===== config.mk =====
export PLATFORM = sky130hd
export DESIGN_NAME = exec_flag_unit
export DESIGN_NICKNAME = d
export VERILOG_FILES = /design/src/rtl/exec_flag_unit.sv
export SDC_FILE = /design/constraint.sdc
export NUM_CORES = 1
export LEC_CHECK = 0
export ABC_AREA = 1
export BUFFER_PORTS_ARGS = -buffer_cell sky130_fd_sc_hd__buf_2
export CAP_MARGIN = 20
export CORE_UTILIZATION = 39
export DETAILED_ROUTE_END_ITERATION = 10
export GPL_ROUTABILITY_DRIVEN = 0
export GPL_TIMING_DRIVEN = 0
export HOLD_SLACK_MARGIN = 0.15
export PLACE_DENSITY_LB_ADDON = 0.3
export SLEW_MARGIN = 15
export SYNTH_ARGS = -nofsm -noshare
export SYNTH_HDL_FRONTEND = slang
export SYNTH_SLANG_ARGS = --single-unit

===== constraint.sdc =====
create_clock -name clk -period 3.8 [get_ports clk]
set_input_delay 1.14 -clock clk [delete_from_list [all_inputs] [get_ports clk]]
set_output_delay 1.14 -clock clk [all_outputs]
set_load 0.005 [all_outputs]

===== src/rtl/exec_flag_unit.sv =====
// ---------------------------------------------------------------------------
// exec_flag_unit
//
// Back end of the execute stage. It takes one ALU result per cycle together
// with its {N,Z,V,C} flags. It does three things:
//   - keeps the architectural status register,
//   - resolves conditional branches against the committed status,
//   - buffers {result, rd, wr_en} in a 2-entry in-order FIFO toward writeback.
//
// Ports
//   clk, rst_n          clock (rising edge), asynchronous active-low reset
//   in_valid/in_ready   upstream handshake; in_ready depends only on the
//                       FIFO occupancy and flush
//   in_result, in_flags ALU result and {N,Z,V,C}
//   in_set_flags        accepted instruction writes the status register
//   in_wr_en, in_rd     register write enable / destination index
//   in_is_branch        accepted instruction is a conditional branch
//   in_cond, in_target  branch condition code and target address
//   flush               empty the FIFO and cancel a pending taken pulse
//   out_valid/out_ready writeback handshake
//   out_result, out_rd, out_wr_en   head entry, driven straight from registers
//   status              committed {N,Z,V,C}
//   branch_taken        one-cycle pulse after a taken branch is accepted
//   branch_target       target address, meaningful while branch_taken=1
//   retire_count        number of entries handed to writeback (wraps)
// ---------------------------------------------------------------------------
module exec_flag_unit #(
    parameter int N    = 8,
    parameter int REGW = 4
) (
    input  logic            clk,
    input  logic            rst_n,
    input  logic            in_valid,
    output logic            in_ready,
    input  logic [N-1:0]    in_result,
    input  logic [3:0]      in_flags,
    input  logic            in_set_flags,
    input  logic            in_wr_en,
    input  logic [REGW-1:0] in_rd,
    input  logic            in_is_branch,
    input  logic [3:0]      in_cond,
    input  logic [N-1:0]    in_target,
    input  logic            flush,
    output logic            out_valid,
    input  logic            out_ready,
    output logic [N-1:0]    out_result,
    output logic [REGW-1:0] out_rd,
    output logic            out_wr_en,
    output logic [3:0]      status,
    output logic            branch_taken,
    output logic [N-1:0]    branch_target,
    output logic [15:0]     retire_count
);

    // FIFO occupancy: 0, 1 or 2 entries. The head entry lives in the
    // out_* registers so writeback sees registered values; the tail holds
    // the second entry while writeback is stalled.
    logic [1:0]      count_reg, count_next;
    logic [N-1:0]    head_result_reg, head_result_next;
    logic [REGW-1:0] head_rd_reg, head_rd_next;
    logic            head_wr_en_reg, head_wr_en_next;
    logic [N-1:0]    tail_result_reg, tail_result_next;
    logic [REGW-1:0] tail_rd_reg, tail_rd_next;
    logic            tail_wr_en_reg, tail_wr_en_next;

    logic [3:0]      status_reg, status_next;
    logic            taken_reg, taken_next;
    logic [N-1:0]    target_reg, target_next;
    logic [15:0]     retire_reg, retire_next;

    logic            accept;
    logic            pop;

    // Condition evaluation against a flag vector {N,Z,V,C}.
    function automatic logic cond_met(input logic [3:0] cond, input logic [3:0] f);
        logic fn, fz, fv, fc;
        fn = f[3];
        fz = f[2];
        fv = f[1];
        fc = f[0];
        case (cond)
            4'b0000: cond_met = 1'b1;
            4'b0001: cond_met = fz;
            4'b0010: cond_met = ~fz;
            4'b0011: cond_met = fn ^ fv;
            4'b0100: cond_met = ~(fn ^ fv);
            4'b0101: cond_met = ~fz & ~(fn ^ fv);
            4'b0110: cond_met = fz | (fn ^ fv);
            4'b0111: cond_met = fc;
            4'b1000: cond_met = ~fc;
            4'b1001: cond_met = fn;
            4'b1010: cond_met = ~fn;
            default: cond_met = 1'b0;
        endcase
    endfunction

    assign in_ready = (count_reg < 2'd2) & ~flush;
    assign accept   = in_valid & in_ready;
    assign pop      = (count_reg != 2'd0) & out_ready;

    always_comb begin
        count_next       = count_reg;
        head_result_next = head_result_reg;
        head_rd_next     = head_rd_reg;
        head_wr_en_next  = head_wr_en_reg;
        tail_result_next = tail_result_reg;
        tail_rd_next     = tail_rd_reg;
        tail_wr_en_next  = tail_wr_en_reg;

        if (flush) begin
            // Head registers keep their last value so out_* never go X.
            count_next = 2'd0;
        end else begin
            case (count_reg)
                2'd0: begin
                    if (accept) begin
                        head_result_next = in_result;
                        head_rd_next     = in_rd;
                        head_wr_en_next  = in_wr_en;
                        count_next       = 2'd1;
                    end
                end
                2'd1: begin
                    if (accept && pop) begin
                        // Head leaves while the new entry takes its place.
                        head_result_next = in_result;
                        head_rd_next     = in_rd;
                        head_wr_en_next  = in_wr_en;
                    end else if (accept) begin
                        tail_result_next = in_result;
                        tail_rd_next     = in_rd;
                        tail_wr_en_next  = in_wr_en;
                        count_next       = 2'd2;
                    end else if (pop) begin
                        count_next = 2'd0;
                    end
                end
                default: begin
                    // Full: in_ready is low, so only a pop can happen.
                    if (pop) begin
                        head_result_next = tail_result_reg;
                        head_rd_next     = tail_rd_reg;
                        head_wr_en_next  = tail_wr_en_reg;
                        count_next       = 2'd1;
                    end
                end
            endcase
        end
    end

    // Branches see status_reg as it was before this instruction's own
    // flag update, because both are evaluated from the same pre-edge state.
    always_comb begin
        taken_next  = accept & in_is_branch & cond_met(in_cond, status_reg);
        target_next = taken_next ? in_target : target_reg;
        status_next = (accept & in_set_flags) ? in_flags : status_reg;
        // A pop during a flush cycle still counts as retired.
        retire_next = pop ? retire_reg + 16'd1 : retire_reg;
    end

    always_ff @(posedge clk or negedge rst_n) begin
        if (!rst_n) begin
            count_reg       <= 2'd0;
            head_result_reg <= '0;
            head_rd_reg     <= '0;
            head_wr_en_reg  <= 1'b0;
            tail_result_reg <= '0;
            tail_rd_reg     <= '0;
            tail_wr_en_reg  <= 1'b0;
            status_reg      <= 4'b0000;
            taken_reg       <= 1'b0;
            target_reg      <= '0;
            retire_reg      <= 16'd0;
        end else begin
            count_reg       <= count_next;
            head_result_reg <= head_result_next;
            head_rd_reg     <= head_rd_next;
            head_wr_en_reg  <= head_wr_en_next;
            tail_result_reg <= tail_result_next;
            tail_rd_reg     <= tail_rd_next;
            tail_wr_en_reg  <= tail_wr_en_next;
            status_reg      <= status_next;
            taken_reg       <= taken_next;
            target_reg      <= target_next;
            retire_reg      <= retire_next;
        end
    end

    assign out_valid     = (count_reg != 2'd0);
    assign out_result    = head_result_reg;
    assign out_rd        = head_rd_reg;
    assign out_wr_en     = head_wr_en_reg;
    assign status        = status_reg;
    assign branch_taken  = taken_reg;
    assign branch_target = target_reg;
    assign retire_count  = retire_reg;

endmodule


Yosys cells after proc, flatten, opt, wreduce, memory -nomap -nowiden:

Index checks and enable logic that the tools add are counted.

* memories kept: 0
* RAM bits: 0
* logic and storage cells: 73
* memory bits (read-only): 0
* flip-flop bits (word level): 57
* bits in latches: 0
* output and inout bits: 44

* eq/ne operators: 16
* order comparisons: 1
* divide/modulo/power cells: 0
* multiply operators: 0
* add/subtract/negate cells: 1
* bitwise gates (word level): 15
* mux-type cells: 20
* shift operators: 0
* reduce and logical (&&, ||, !) cells: 9

Operators with widths (number)
* $mux W8: 3
* $add A16 B1 Y16 const B: 1
* $eq A4 B3 Y1 const B: 4
* $pmux W8 S2: 1
* $eq A4 B4 Y1 const B: 3
* $mux W2: 6
* $mux W4: 3
* $reduce_and A4 Y1: 3
* $pmux W1 S11: 1
* $eq A4 B2 Y1 const B: 2
* $pmux W4 S2: 1
* $and A1 B1 Y1: 7
* $ne A3 B3 Y1 const B: 2
* $not A1 Y1: 6
* $eq A4 B1 Y1 const B: 1
* $logic_not A4 Y1: 1
* $ne A2 B2 Y1 const B: 2
* $ne A4 B4 Y1 const B: 1
* $pmux W2 S2: 1
* $reduce_bool A4 Y1: 1
* $mux W1: 3
* $reduce_bool A3 Y1: 1
* $eq A2 B1 Y1 const B: 1
* $logic_not A2 Y1: 1
* 6 further kinds: 6

Longest topological paths before layout:

* depth after elaboration: 7
* mapped depth: 11

Worst setup path before layout:

OpenSTA, ideal clock, no wires.

* path kind: input-to-output
* start point: input flush
* end point: output in_ready
* cell stages on the path: 1
* path slack: 1.426 ns
* arrival: 1.234 ns
* required time: 2.660 ns
* buffers on the path: 0
* path through: nor2_4

* longest elaborated chain between the ends: 2

Ends and longest elaborated chain
* from (decl): RTL line 43 `input logic flush,`
* $not A1 Y1 (no line)
* $and A1 B1 Y1: RTL line 97 `assign in_ready = (count_reg < 2'd2) & ~flush;`
* to (decl): RTL line 34 `output logic in_ready,`

Every way passes these cells.

Worst setup path after layout:

Ends and elaborated chain as after synthesis.

==> run metrics <==
run status=finished clean; PostCTS Resize Cnt=0; CTS sink cnt=57; Fin. Hold Viols=0; fin crit period=approximately 2.7 ns; root buffer cell=clkbuf_8; crit start category=primary input; gr ovfl total=0; Critical Path Sink Type=output pin; First-pass DRT Iterations=5; biggest fanout along the worst timing path=4; initial antenna violation count=0; Rel. slew slack=around 51%; CTS clk-pin slew, worst paths=0.06 ns; global-route wire length before repair=9.84 mm; post-route ant nets=0; period utilization=~70%; layout cells sized above 1=between 20% and 30%; Logic pwr share=24.7%; number of global-route vias before repair=around 2200; Ports=80; Pint=0.00130 W; Worst EP arrival=around 1.5 ns; most frequent cells in the layout=nand2_1 (90), buf_2 (79), dfrtp_1 (57), inv_1 (47), o21ai_0 (41); Mapped Nets=between 300 and 400; Reg power frac=47.0%; post-layout util=50.5%; Cell Area, Synth=2730 µm²; Synth Register Bits=57; Total GRT Usage=17.2%; dpl ws=roughly 1.1 ns; CP Data Required Time=2.66 ns; max reg flops=16; clock power share=28.3%; initial detailed-routing violation count=136; Cells after Synth=325; Synth Area in Simple Gates=around a quarter; fin nets=452; core area=between 6000 and 7000 µm²; Cell Rows=30; Placement Cell Area=~3300 µm²; worst vdd ir=~0.20 mV; Die Width=85.7 µm; post-synthesis mux area share=0.412%; compound-gate portion of the synthesized area=10.2%; Max Buffers Root-to-Sink=2; post-route cell area=3430 µm²; number of max-cap violations=0; Crit Path Class=in -> out; CTS tree=yes; per-cell routed wire length=around 11 µm; setup ws final=roughly 1.1 ns; Leakage=1.88 nW; Die Footprint=7350 µm²; post-synthesis xor/xnor area fraction=~3.2%; HPWL after detailed placement=4.24 mm; ys async rst share=between 90% and 100%; via/cell ratio=roughly 4.5; area grow syn2layout=25.6%; diode count=0; unrepaired setup endpoints after global routing=false; max frequency=375 MHz; # port buffers=between 70 and 80; ys flop type=dfrtp_1; worst hold path type=reg -> reg; DRC violations left=0; Synth Area in Adders=less than 1%; die height=85.7 µm; initial core utilization=40.2%; vias=~2300; largest family of logic cells by synthesized area=simple AND/OR/NAND/NOR gates; number of synthesized flops with an enable pin=0; Hold Buf Count CTS=0; largest net degree at the start of global routing=58; Num CTS Buffers=9; Skew-Pair Late Insertion Delay=0.32 ns; sequential-to-total area share from yosys stat=a little over half; yosys warns=0; most common cell after layout, fill and taps aside=nand2_1; worst slew pin tran=0.730 ns; NetSw=slightly below 0.0006 W; setup TNS after final layout=0 ns; Avg Synthesized Cell Area=roughly 8.4 µm²; post-CTS setup buffers=0; Slew Limit Fails=0; DRT Wirelength=5.91 mm; clock skew=0.00978 ns; htree depth=3; Power Dens Cells=552 nW/µm²; Yosys cell types=29; switching fraction of total power=31.2%; number of setup violations in the final report=0
per-layer routing:
layer  vias to the layer above  global-route usage (%)  wire length [µm]
li1                       1196                       -                 -
met1                      1074                    22.1              2790
met2                        56                    27.9              2780
met3                         5                    3.46               259
met4                         0                    8.64                80
met5                         -                       0                 0
per-stage QoR:
stage,total power (W),hold WS [ns],std cells
after floorplan,0.00116,0.453,325
after global placement,0.00135,0.449,500
after detailed placement,0.00137,0.454,500
after CTS,0.00192,0.471,514
after global routing,0.00204,0.492,514
final,0.00189,0.470,514
area by class of cell:
type                            instances  area [µm²]
Fill cell                             688        3360
Buffer                                  7        50.0
Timing Repair Buffer                   79         398
Sequential cell                        57        1430
Inverter                               50         193
Multi-Input combinational cell        211        1060
Clock buffer                           10         138
Tap cell                               96         120
Clock inverter                          4        45.0
cells by family (layout without fill, tap and decap cells):
kind of cell / Yosys count / in the layout
xor gates and xnor gates: 10 / 10
DFF: 57 / 57
adders and majority gates: 1 / 1
AOI/OAI and AO/OA: 51 / 51
and+or+nand+nor: 148 / 148
muxes: 1 / 1
buffers and inverters: 57 / 150
synthesized netlist by cell type (3+ instances only):
library cell	number	share of area, %
nor3_1	6	1.1
dfrtp_1	57	52
nand2_2	3	0.69
a21oi_1	7	1.3
nor2_4	3	1.2
o21ai_0	41	7.5
xnor2_1	4	1.3
nand3_1	21	3.8
nand2_1	90	12
inv_1	47	6.5
xor2_1	6	1.9
nor2_1	16	2.2
worst max-delay path, stage by stage:
cell    delay [ns]
buf_2         0.14
nor2_4        0.11
buf_2         0.13
power groups by stage:
stage | Combinational, W | Sequential (W) | Clock, W
after floorplan | 0.000258 | 0.000899 | 0
after global placement | 0.000460 | 0.000894 | 0
after detailed placement | 0.000475 | 0.000900 | 0
after CTS | 0.000477 | 0.000891 | 0.000556
after global routing | 0.000545 | 0.000912 | 0.000581
final | 0.000468 | 0.000890 | 0.000536
path summary, 6_finish.rpt:
check,from,cells after the start,slack [ns],end
min in group asynchronous,rst_n,1,0.87,branch_taken
max,flush,3,1.13,in_ready
max reg2reg,count_reg[1],6,2.20,out_rd[2]
min reg2reg,branch_target[6],2,0.47,branch_target[6]
max in group asynchronous,rst_n,1,2.43,tail_rd_reg[0]
min,branch_target[6],2,0.47,branch_target[6]
Note: power is estimated with default switching activity, not from simulation.
